$ cat src/rtl/frame_scheduler_pkg.sv
// Shared screen geometry, VGA port widths and frame sequencer state encodings.
// The drawing engines import the same package.
package frame_scheduler_pkg;
  localparam int SCREEN_W = 160;
  localparam int SCREEN_H = 120;
  localparam int X_W      = 8;
  localparam int Y_W      = 7;
  localparam int COLOUR_W = 18;

  typedef enum logic [2:0] {
    ST_IDLE      = 3'd0,
    ST_WAIT_TICK = 3'd1,
    ST_CLEAR     = 3'd2,
    ST_FPV_GO    = 3'd3,
    ST_FPV_WAIT  = 3'd4,
    ST_MAP_GO    = 3'd5,
    ST_MAP_WAIT  = 3'd6,
    ST_FRAME_END = 3'd7
  } state_t;
endpackage

$ cat src/rtl/frame_scheduler_clear.sv
// Raster counter for the screen clear: x runs fastest, wraps to (0,0) after the last pixel.
module screen_clear_counter import frame_scheduler_pkg::*; #(
  parameter int W = 160,
  parameter int H = 120
) (
  input  logic           clock,
  input  logic           reset,
  input  logic           step,
  output logic [X_W-1:0] x,
  output logic [Y_W-1:0] y,
  output logic           last
);
  logic x_end;

  assign x_end = (x == X_W'(W - 1));
  assign last  = x_end && (y == Y_W'(H - 1));

  always_ff @(posedge clock) begin
    if (reset || (step && last)) begin
      x <= '0;
      y <= '0;
    end else if (step) begin
      if (x_end) begin
        x <= '0;
        y <= y + Y_W'(1);
      end else begin
        x <= x + X_W'(1);
      end
    end
  end
endmodule

$ cat src/rtl/frame_scheduler.sv
// Per-frame sequencer: clear, then draw_fpv, then map overlay, each owning the VGA write port
// in turn. A watchdog aborts a drawer stage that never reports done.
module frame_scheduler import frame_scheduler_pkg::*; #(
  parameter int                  SCREEN_W     = 160,
  parameter int                  SCREEN_H     = 120,
  parameter logic [COLOUR_W-1:0] CLEAR_COLOUR = '0,
  parameter logic [31:0]         TIMEOUT      = 32'd2000000
) (
  input  logic                clock,
  input  logic                reset,
  input  logic                enable,
  input  logic                frame_tick,
  output logic                fpv_start,
  input  logic                fpv_done,
  input  logic [X_W-1:0]      fpv_x,
  input  logic [Y_W-1:0]      fpv_y,
  input  logic [COLOUR_W-1:0] fpv_colour,
  input  logic                fpv_write,
  output logic                map_start,
  input  logic                map_done,
  input  logic [X_W-1:0]      map_x,
  input  logic [Y_W-1:0]      map_y,
  input  logic [COLOUR_W-1:0] map_colour,
  input  logic                map_write,
  output logic [X_W-1:0]      vga_x,
  output logic [Y_W-1:0]      vga_y,
  output logic [COLOUR_W-1:0] vga_colour,
  output logic                vga_write,
  output logic                busy,
  output logic                overrun,
  output logic                timeout_err
);
  state_t        state;
  logic          tick_pending;
  logic [31:0]   wdog;
  logic          wdog_exp;
  logic [X_W-1:0] clr_x;
  logic [Y_W-1:0] clr_y;
  logic          clr_last;

  assign busy     = (state != ST_IDLE) && (state != ST_WAIT_TICK);
  assign wdog_exp = (wdog == TIMEOUT - 32'd1);

  screen_clear_counter #(.W(SCREEN_W), .H(SCREEN_H)) u_clear (
    .clock (clock),
    .reset (reset),
    .step  (state == ST_CLEAR),
    .x     (clr_x),
    .y     (clr_y),
    .last  (clr_last)
  );

  always_ff @(posedge clock) begin
    if (reset) begin
      state        <= ST_IDLE;
      tick_pending <= 1'b0;
      wdog         <= '0;
      fpv_start    <= 1'b0;
      map_start    <= 1'b0;
      vga_x        <= '0;
      vga_y        <= '0;
      vga_colour   <= '0;
      vga_write    <= 1'b0;
      overrun      <= 1'b0;
      timeout_err  <= 1'b0;
    end else begin
      vga_write <= 1'b0;
      fpv_start <= 1'b0;
      map_start <= 1'b0;
      // A tick that lands mid-frame is remembered once; further ones are dropped.
      if (frame_tick && busy) begin
        overrun      <= 1'b1;
        tick_pending <= 1'b1;
      end
      case (state)
        ST_IDLE: if (enable) begin
          state <= ST_WAIT_TICK;
          if (frame_tick) tick_pending <= 1'b1;
        end
        ST_WAIT_TICK: begin
          if (frame_tick || tick_pending) begin
            state        <= ST_CLEAR;
            tick_pending <= 1'b0;
          end else if (!enable) begin
            state <= ST_IDLE;
          end
        end
        ST_CLEAR: begin
          vga_x      <= clr_x;
          vga_y      <= clr_y;
          vga_colour <= CLEAR_COLOUR;
          vga_write  <= 1'b1;
          if (clr_last) begin
            state     <= ST_FPV_GO;
            fpv_start <= 1'b1;
          end
        end
        ST_FPV_GO: begin
          wdog  <= '0;
          state <= ST_FPV_WAIT;
        end
        ST_FPV_WAIT: begin
          vga_x      <= fpv_x;
          vga_y      <= fpv_y;
          vga_colour <= fpv_colour;
          vga_write  <= fpv_write;
          // done wins over a same-cycle watchdog expiry
          if (fpv_done || wdog_exp) begin
            state     <= ST_MAP_GO;
            map_start <= 1'b1;
            if (!fpv_done) timeout_err <= 1'b1;
          end else begin
            wdog <= wdog + 32'd1;
          end
        end
        ST_MAP_GO: begin
          wdog  <= '0;
          state <= ST_MAP_WAIT;
        end
        ST_MAP_WAIT: begin
          vga_x      <= map_x;
          vga_y      <= map_y;
          vga_colour <= map_colour;
          vga_write  <= map_write;
          if (map_done || wdog_exp) begin
            state <= ST_FRAME_END;
            if (!map_done) timeout_err <= 1'b1;
          end else begin
            wdog <= wdog + 32'd1;
          end
        end
        ST_FRAME_END: begin
          tick_pending <= 1'b0;
          if (!enable)                          state <= ST_IDLE;
          else if (tick_pending || frame_tick)  state <= ST_CLEAR;
          else                                  state <= ST_WAIT_TICK;
        end
        default: state <= ST_IDLE;
      endcase
    end
  end
endmodule
$ cat config.mk
export PLATFORM = sky130hd
export DESIGN_NAME = frame_scheduler
export DESIGN_NICKNAME = d
export VERILOG_FILES = /design/src/rtl/frame_scheduler_pkg.sv /design/src/rtl/frame_scheduler_clear.sv /design/src/rtl/frame_scheduler.sv
export SDC_FILE = /design/constraint.sdc
export NUM_CORES = 1
export LEC_CHECK = 0
export CAP_MARGIN = 40
export CORE_UTILIZATION = 40
export CTS_BUF_LIST = sky130_fd_sc_hd__clkbuf_2
export DETAILED_ROUTE_END_ITERATION = 10
export PLACE_DENSITY = 0.65
export SLEW_MARGIN = 20
export SYNTH_ARGS = -nofsm -noshare
export SYNTH_HDL_FRONTEND = slang
export SYNTH_HIERARCHICAL = 1
export SYNTH_SLANG_ARGS = --single-unit
$ cat constraint.sdc
create_clock -name clock -period 4.5 [get_ports clock]
set_input_delay 1.125 -clock clock [delete_from_list [all_inputs] [get_ports clock]]
set_output_delay 1.125 -clock clock [all_outputs]
set_load 0.03 [all_outputs]
==> results of run 1 <==
==> cell usage in the layout, fill, tap and decap left out, types with 11 or more instances in the layout <==
master,netlist,layout
a21oi_1,55,55
clkdlybuf4s50_1,0,111
dfxtp_1,89,88
mux2i_1,36,36
nand2_1,24,24
nand3_1,17,17
nand4_1,14,14
nor2_1,121,120
nor3_1,25,25
o21ai_0,12,12
or3_1,11,11
xor2_1,19,19
==> layout make-up <==
type / instances / share of cell area, %
multi-input cells: 409 / 43.0
flip-flops and latches: 89 / 31.2
repair buffers: 118 / 20.5
well taps: 136 / 2.98
clock inverters: 6 / 1.03
clock buffers: 10 / 0.876
inverters: 7 / 0.460
==> cells by family (layout without fill, tap and decap cells) <==
kind of cell	after synthesis	in the layout	synth area share (%)
AND/OR/NAND/NOR	257	257	29.8
flip-flops	89	89	40.6
AO/OA/AOI/OAI	86	86	11.6
buffers and inverters	38	141	3.56
multiplexers	36	36	8.21
XOR/XNOR	27	27	5.39
adder cells (fa/ha/maj)	3	3	0.855
==> where the power goes <==
group	leakage (nW)	switching (W)	total [W]	internal (W)
logic	1.15	0.000194	0.000361	0.000166
clock network	0.0654	0.000267	0.000394	0.000126
registers	0.719	0.0000248	0.000846	0.000821
total	1.94	0.000486	0.00160	0.00111
==> worst register-to-register path, stage by stage (launching register included) <==
cell	delay, ps
dfxtp_2	590
buf_4	480
nand2b_1	200
nor2_1	510
nand4_4	270
nor2_4	290
a31oi_1	120
a311oi_1	250
==> registers in the layout, summed over array words and instances, names as in the netlist, 3 cells and up <==
name / count
wdog: 32
vga_colour: 18
u_clear/x: 8
vga_x: 8
u_clear/y: 7
vga_y: 7
state: 3
==> per-stage QoR <==
| stage | worst slack, ps | hold slack (ps) | total power, W | instance area, um^2 | cells |
|---|---|---|---|---|---|
| floorplan | 1680 | 458 | 0.00107 | 4390 | 536 |
| global placement | 1270 | 453 | 0.00122 | 5590 | 758 |
| detailed placement | 1240 | 464 | 0.00122 | 5600 | 759 |
| CTS | 1240 | 509 | 0.00162 | 5710 | 775 |
| global route | 1120 | 536 | 0.00169 | 5710 | 775 |
| finish | 1290 | 507 | 0.00160 | 5710 | 775 |
==> metal layers <==
layer / vias to the layer above / GRT usage, % / wire (um)
met5: - / 0 / 0
met4: 0 / 8.32 / 215
met3: 16 / 5.05 / 602
met2: 93 / 34.3 / 5260
met1: 1938 / 25.7 / 5160
li1: 2078 / - / -
==> worst paths after layout <==
check / from / endpoint / slack, ps / depth (start not counted)
setup / recovery: state[1] / busy / 1290 / 3
hold / removal: vga_x[7] / vga_x[7] / 510 / 2
setup reg to reg: state[1] / u_clear/y[6] / 1700 / 7
hold reg to reg: vga_x[7] / vga_x[7] / 510 / 2
==> cells in the mapped netlist (4+ instances only) <==
cell type,number,area [um^2]
nor2_1,121,454
dfxtp_1,89,1780
a21oi_1,55,275
mux2i_1,36,360
nor3_1,25,125
nand2_1,24,90.1
clkbuf_1,23,86.3
xor2_1,19,166
nand3_1,17,85.1
nand4_1,14,87.6
o21ai_0,12,60.1
or3_1,11,68.8
xnor2_1,8,70.1
inv_1,7,26.3
nor4_1,7,43.8
nand2b_1,6,37.5
and4_1,5,43.8
a31oi_1,4,25.0
buf_1,4,15.0
==> summary.md, run 1 <==
| Metric | Value |
|---|---|
| Startpoint class of the critical path | flop |
| CP bufs+invs | 2 |
| Sequential Area | about 1800 um^2 |
| H-tree lvl count | 3 |
| Status | complete, no violations |
| Synthesis-stage register bit count | 89 |
| Mapped cell area | around 4400 um^2 |
| Iteration count of the initial detailed-routing pass | 5 |
| RD Place Congestion | about 0.8 |
| Worst-Skew Late Latency | 530 ps |
| Clock Pin Slew Worst Setup and Hold Paths | 240 ps |
| Starting Density | 42.0% |
| Synth warnings | 6 |
| Antenna-violating nets left | 0 |
| Chip Width | ~110 um |
| TritonCTS Sinks | 89 |
| Antenna violations before repair | 0 |
| CTS root buf | clkbuf_2 |
| Setup violators final | 0 |
| Remaining Overflow, GRT | 0 |
| Critical path class | flop to output pin |
| CP delay by family, top | buffers and inverters |
| First-pass GRT wire length | 18800 um |
| Cell Chain, Critical Path | nor2_1 -> inv_1 -> clkdlybuf4s50_1 |
| Slowest cell on crit path | clkdlybuf4s50_1 |
| Vias in the first global route | between 3000 and 4000 |
| Die ar. | 11400 um^2 |
| Crit-path max cell delay | about 700 ps |
| Ys async rst share | 0% |
| Critical path arrival | 2080 ps |
| Detailed Route Iter0 Violations | 164 |
| Post-CTS sizing | 0 |
| Setup repair bufs after CTS | 0 |
| PortBufs | 112 |
| Core area | 10500 um^2 |
| Gate Count Post-Synth | 536 |
| Most used DFF post-synth | dfxtp_1 |
| CTS Buf Count | 9 |
| Area Growth Syn to Fin | 30.1% |
| Max Fclk | 0.312 GHz |
| Power Density | 280 nW/um^2 |
| Hpwl dp | 8100 um |
| Die H | 107 um |
| Largest net degree at the start of global routing | 54 |
| Post-route DRC | 0 |
| Sequential-to-total area share from yosys stat | 40.6% |
| # rows | 37 |
| Min-delay worst type | flop to flop |
| Final worst path period need | 3210 ps |
| Avg Cell Area, Syn | 8.19 um^2 |
| Fin crit share | 71.3% |
| Slew Limit Fails | 0 |
| Slew Limit Headroom | 48.0% |
| CTS tree | built |
| Pleak | 1.94 nW |
| Nets@finish | 711 |
| RSZ-0062 raised after global routing | no |
| Actual slew at the worst max-slew pin | 777 ps |
| Tot GR Track Use | 20.7% |
| Final Core Density | around 55% |
| Layout cells sized above 1 | 5.79% |
| Worst-path fanout max | 12 |
| Post-synth EDFFs | 0 |
| Synth Net Count | approximately 600 |
| Final wirelength | 11200 um |
| Final hold violation count | 0 |
| Worst Skew | slightly above 20 ps |
| Wire per inst | between 10 and 15 um |
| # diodes | 0 |
| Setup TNS | 0 ps |
| Fill count | 1029 |
| Multi-input gate area | 2460 um^2 |
| Cts hold-fix bufs | 0 |
| CP endpoint kind | output pin |
| Post-synth cell types | 50 |
| Bufs on Longest Clock Path | 2 |
| VDD IR max | 0.126 mV |
| DR vias | approximately 4100 |
| Data required time at the worst endpoint | approximately 3400 ps |
| Vias per cell | 5.32 |
| I/O pin count | approximately 110 |
| Total of max-cap violations | 0 |
No activity file was read; power rests on OpenSTA's default activity.
==> run 2, diff against run 1 <==
--- a/config.mk
+++ b/config.mk
@@ -9,7 +9,7 @@
 export CORE_UTILIZATION = 40
 export CTS_BUF_LIST = sky130_fd_sc_hd__clkbuf_2
 export DETAILED_ROUTE_END_ITERATION = 10
-export PLACE_DENSITY = 0.65
+export PLACE_DENSITY = 0.67
 export SLEW_MARGIN = 20
 export SYNTH_ARGS = -nofsm -noshare
 export SYNTH_HDL_FRONTEND = slang
==> constraint.sdc (replaced) <==
create_clock -name clock -period 2.95 [get_ports clock]
set_input_delay 0.7375 -clock clock [delete_from_list [all_inputs] [get_ports clock]]
set_output_delay 0.7375 -clock clock [all_outputs]
set_load 0.03 [all_outputs]
==> summary.md, run 2 (synthesis results as in run 1) <==
| Metric | Value |
|---|---|
| Detailed Route Iter0 Violations | 172 |
| Critical path arrival | roughly 2900 ps |
| Layout cells sized above 1 | 6.37% |
| Worst-path fanout max | 10 |
| Hold Path Stages | 2 |
| Tot GR Track Use | around a fifth |
| CP endpoint kind | flop |
| Switching share of power | 31.4% |
| Worst-Skew Late Latency | 510 ps |
| DR vias | 4143 |
| Hpwl dp | 7880 um |
| Min-delay worst type | flop to flop |
| Post-route DRC | 0 |
| Antenna violations before repair | 0 |
| Clk network pwr share | 21.9% |
| # diodes | 0 |
| Reg-to-reg setup timing slack | approximately 450 ps |
| Top Registers | wdog x32, vga_colour x18 |
| Nets@finish | 716 |
| Status | complete, no violations |
| Bufs on Longest Clock Path | 2 |
| H-tree lvl count | 3 |
| Combinational cell fraction of total power | 23.7% |
| Remaining Overflow, GRT | 0 |
| Commonest non-fill, non-tap cell in the layout | nor2_1 |
| Vias in the first global route | around 4000 |
| CTS Buf Count | 9 |
| Setup TNS | 0 ps |
| Vias per cell | 5.31 |
| Setup repair bufs after CTS | 0 |
| Antenna-violating nets left | 0 |
| Data required time at the worst endpoint | ~3400 ps |
| Flip-flop count of the largest register after layout | 32 |
| Commonest cells after routing, fill and taps aside | nor2_1 (121), clkdlybuf4s50_1 (110), dfxtp_1 (88) |
| CTS tree | built |
| RSZ-0062 raised after global routing | no |
| CTS root buf | clkbuf_2 |
| # rows | 37 |
| Worst Skew | 32.6 ps |
| Post-place instance area | roughly 5600 um^2 |
| Min Hold Slack | 507 ps |
| Max Fclk | 0.399 GHz |
| Worst Hold Launch | vga_x[0] |
| Final wirelength | 10900 um |
| Die H | 107 um |
| Iteration count of the initial detailed-routing pass | 5 |
| FF-to-FF Start | wdog[9] |
| First-pass GRT wire length | approximately 19000 um |
| Die ar. | 11400 um^2 |
| Final worst path period need | 2500 ps |
| VDD IR max | around 0.28 mV |
| Register share of total power | 54.4% |
| Internal power | 0.00162 W |
| Core area | 10500 um^2 |
| Starting Density | 42.0% |
| Post-CTS sizing | 0 |
| Critical path class | flop to flop |
| Final instance area | around 5700 um^2 |
| Pleak | 1.95 nW |
| Wire per inst | 14.0 um |
| Chip Width | approximately 110 um |
| FF-to-FF End | wdog[2] |
| Worst r2r path cells | 6 |
| Largest net degree at the start of global routing | 34 |
| Setup violators final | 0 |
| Crit path from | wdog[9] |
| Cts hold-fix bufs | 0 |
| Power Density | 412 nW/um^2 |
| RD Place Congestion | around 0.8 |
| Final hold violation count | 0 |
| PortBufs | approximately 110 |
| Largest Register | wdog |
| TritonCTS Sinks | 89 |
| I/O pin count | 113 |
| Actual slew at the worst max-slew pin | between 700 and 800 ps |
| Startpoint class of the critical path | flop |
| Slew Limit Headroom | 50.2% |
| Total of max-cap violations | 0 |
| Slew Limit Fails | 0 |
| P_sw | 0.000740 W |
| Area Growth Syn to Fin | 30.2% |
| Fin crit share | 84.9% |
| Clock Pin Slew Worst Setup and Hold Paths | approximately 250 ps |
| Worst Hold Endpoint | vga_x[0] |
## run 2: metrics by stage
| step | utilization (%) | power, W | setup slack (ps) | instances |
|---|---|---|---|---|
| floorplan | - | 0.00163 | 516 | 536 |
| global placement | 53.8 | 0.00186 | 97.3 | 764 |
| detailed placement | 53.8 | 0.00187 | 60.7 | 764 |
| CTS | 54.6 | 0.00239 | 389 | 780 |
| global route | 54.6 | 0.00249 | 297 | 780 |
| finish | 54.6 | 0.00236 | 445 | 780 |
## run 2: layout make-up
| class | instances | area, um^2 |
|---|---|---|
| multi-input combinational | 409 | 2450 |
| tap | 136 | 170 |
| fill | 1035 | 4750 |
| timing repair buffer | 123 | 1200 |
| sequential | 89 | 1780 |
| clock inverter | 6 | 35.0 |
| inverter | 7 | 26.3 |
| clock buffer | 10 | 50.0 |
## run 2: metal layers
| layer | share of wire [%] | GRT usage (%) | wire, um |
|---|---|---|---|
| met5 | 0 | 0 | 0 |
| met4 | 0.99 | 5.38 | 108 |
| met3 | 6.2 | 5.47 | 673 |
| met2 | 47 | 33.9 | 5140 |
| met1 | 46 | 25.2 | 4970 |
## run 2: power groups by stage
stage                     Sequential, W  Combinational [W]  Clock (W)
after CTS                       0.00128           0.000562   0.000547
after global routing            0.00129           0.000609   0.000591
after detailed placement        0.00131           0.000560          0
after global placement          0.00130           0.000556          0
after floorplan                 0.00137           0.000252          0
final                           0.00128           0.000557   0.000516
## run 2: critical path, stage by stage (launching register included)
cell and delay (ps):
dfxtp_1 420, or4b_1 510, or4_4 450, nor4b_4 490, buf_4 250, nor2_2 60, a311oi_1 260
## run 2: worst max-delay path by stage
stage | end | slack [ps] | depth (start not counted)
finish | wdog[2] | 450 | 6
global route | busy | 300 | 4
CTS | busy | 390 | 4
detailed placement | wdog[30] | 60 | 7
global placement | wdog[30] | 100 | 7
floorplan | wdog[26] | 520 | 6
==> run 3, diff against run 2 <==
--- a/config.mk
+++ b/config.mk
@@ -9,7 +9,7 @@
 export CORE_UTILIZATION = 40
 export CTS_BUF_LIST = sky130_fd_sc_hd__clkbuf_2
 export DETAILED_ROUTE_END_ITERATION = 10
-export PLACE_DENSITY = 0.67
+export PLACE_DENSITY = 0.65
 export SLEW_MARGIN = 20
 export SYNTH_ARGS = -nofsm -noshare
 export SYNTH_HDL_FRONTEND = slang
==> constraint.sdc (replaced) <==
create_clock -name clock -period 2.55 [get_ports clock]
set_input_delay 0.6375 -clock clock [delete_from_list [all_inputs] [get_ports clock]]
set_output_delay 0.6375 -clock clock [all_outputs]
set_load 0.03 [all_outputs]
==> summary.md, run 3 (synthesis results as in run 1) <==
| Metric | Value |
|---|---|
| Status | complete, no violations |
| Fill count | 1022 |
| Cell Chain, Critical Path | buf_4 -> nor2_1 -> inv_1 -> buf_4 |
| Worst-path fanout max | 28 |
| Internal power | 0.00218 W |
| Core area | approximately 10000 um^2 |
| Clock Pin Slew Worst Setup and Hold Paths | 270 ps |
| # diodes | 0 |
| # rows | 37 |
| Bufs on Longest Clock Path | 2 |
| Largest Register | wdog |
| Combinational cell fraction of total power | 21.2% |
| CTS root buf | clkbuf_2 |
| Crit-path max cell delay | around 420 ps |
| TritonCTS Sinks | 89 |
| Place WS | -166 ps |
| CP endpoint kind | output pin |
| Final hold violation count | 0 |
| Commonest cells after routing, fill and taps aside | nor2_1 (121), clkdlybuf4s50_1 (110), dfxtp_1 (88) |
| Power Density | between 500 and 600 nW/um^2 |
| Wire per inst | 14.6 um |
| I/O pin count | between 100 and 150 |
| Post-route DRC | 0 |
| Detailed Route Iter0 Violations | 200 |
| Layout cells sized above 1 | under 10% |
| Sequential Area | 1780 um^2 |
| Fin crit share | 94.1% |
| Setup repair bufs after CTS | 0 |
| Flip-flop count of the largest register after layout | 32 |
| Antenna-violating nets left | 0 |
| RD Place Congestion | 0.795 |
| Register share of total power | 48.2% |
| Antenna violations before repair | 0 |
| Startpoint class of the critical path | flop |
| Largest net degree at the start of global routing | 41 |
| VDD IR max | 0.259 mV |
| Max Fclk | 0.417 GHz |
| Chip Width | 107 um |
| Crit path top cell by count | buf_4 |
| Cts hold-fix bufs | 0 |
| DR vias | 4196 |
| Die H | approximately 110 um |
| Die ar. | 11400 um^2 |
| Slew Limit Fails | 0 |
| Final wirelength | approximately 12000 um |
| H-tree lvl count | 3 |
| Top Registers | wdog x32, vga_colour x18 |
| Vias in the first global route | ~4200 |
| Switching share of power | 29.3% |
| CTS tree | built |
| Multi-input gate area | 2450 um^2 |
| DP Cell Count | slightly below 800 |
| Starting Density | between 40% and 50% |
| Post-route insts no fill | 790 |
| Clk network pwr share | 30.6% |
| Data required time at the worst endpoint | 1910 ps |
| Slowest cell on crit path | dfxtp_1 |
| RSZ-0062 raised after global routing | no |
| Pleak | 2.05 nW |
| CP delay by family, top | buffers and inverters |
| Post-CTS sizing | 0 |
| Nets@finish | approximately 730 |
| Actual slew at the worst max-slew pin | 745 ps |
| P_sw | between 0.0009 and 0.001 W |
| Iteration count of the initial detailed-routing pass | 5 |
| Final Core Density | 56.3% |
| Critical path class | flop to output pin |
| Worst-Skew Late Latency | 520 ps |
| CTS Buf Count | 9 |
| PortBufs | 112 |
| Remaining Overflow, GRT | 0 |
| Total of max-cap violations | 0 |
| Tot GR Track Use | 21.1% |
| Area Growth Syn to Fin | 34.1% |
| Commonest non-fill, non-tap cell in the layout | nor2_1 |
| Hpwl dp | 8370 um |
| Min-delay worst type | input pin to flop |
| First-pass GRT wire length | about 19000 um |
| Worst Skew | between 20 and 30 ps |
| CP bufs+invs | 3 |
| Setup violators final | 0 |
| Slew Limit Headroom | 50.3% |
| Final worst path period need | between 2000 and 2500 ps |
| Vias per cell | 5.31 |
| Critical path arrival | 1760 ps |
| Final WS setup | 149 ps |
run 3: changes by cell type in the layout (fill, tap and decap cells not counted), sizes merged:
cell      delta
bufinv       +3
clkinv       -3
buf         +10
clkinvlp     -2
inv          +3
clkbuf       -1
run 3: final timing paths:
check	slack (ps)	depth (start not counted)	to	from
hold / removal	440	2	vga_colour[5]	reset
hold reg to reg	510	2	wdog[31]	wdog[31]
setup reg to reg	270	6	state[0]	wdog[8]
setup / recovery	150	4	busy	state[2]
run 3: through the flow:
step / hold WS [ps] / cell area (um^2) / total power [W] / TNS [ps]
2_1_floorplan: 458 / 4390 / 0.00188 / 0
3_3_place_gp: 453 / 5720 / 0.00216 / -1130
3_5_place_dp: 474 / 5720 / 0.00217 / -1320
4_1_cts: 394 / 5890 / 0.00312 / 0
5_1_grt: 396 / 5890 / 0.00323 / 0
6_report: 443 / 5890 / 0.00308 / 0
run 3: area by class of cell:
class	count	share of cell area [%]
inverter	7	0.446
sequential	89	30.3
tap	136	2.89
multi-input combinational	409	41.7
clock buffer	9	0.765
timing repair buffer	133	21.8
clock inverter	7	2.10
run 3: per-layer routing:
layer / up-vias / wire [um] / track usage [%]
met1: 1982 / 5400 / 26.9
met3: 9 / 735 / 5.90
met5: - / 0 / 0
met2: 101 / 5290 / 34.7
li1: 2104 / - / -
met4: 0 / 144 / 5.77
run 3: power groups by stage:
stage | registers, W | clock network [W] | logic (W)
finish | 0.00149 | 0.000945 | 0.000654
global route | 0.00149 | 0.00103 | 0.000709
CTS | 0.00149 | 0.000977 | 0.000657
detailed placement | 0.00151 | 0 | 0.000655
global placement | 0.00151 | 0 | 0.000644
floorplan | 0.00159 | 0 | 0.000292
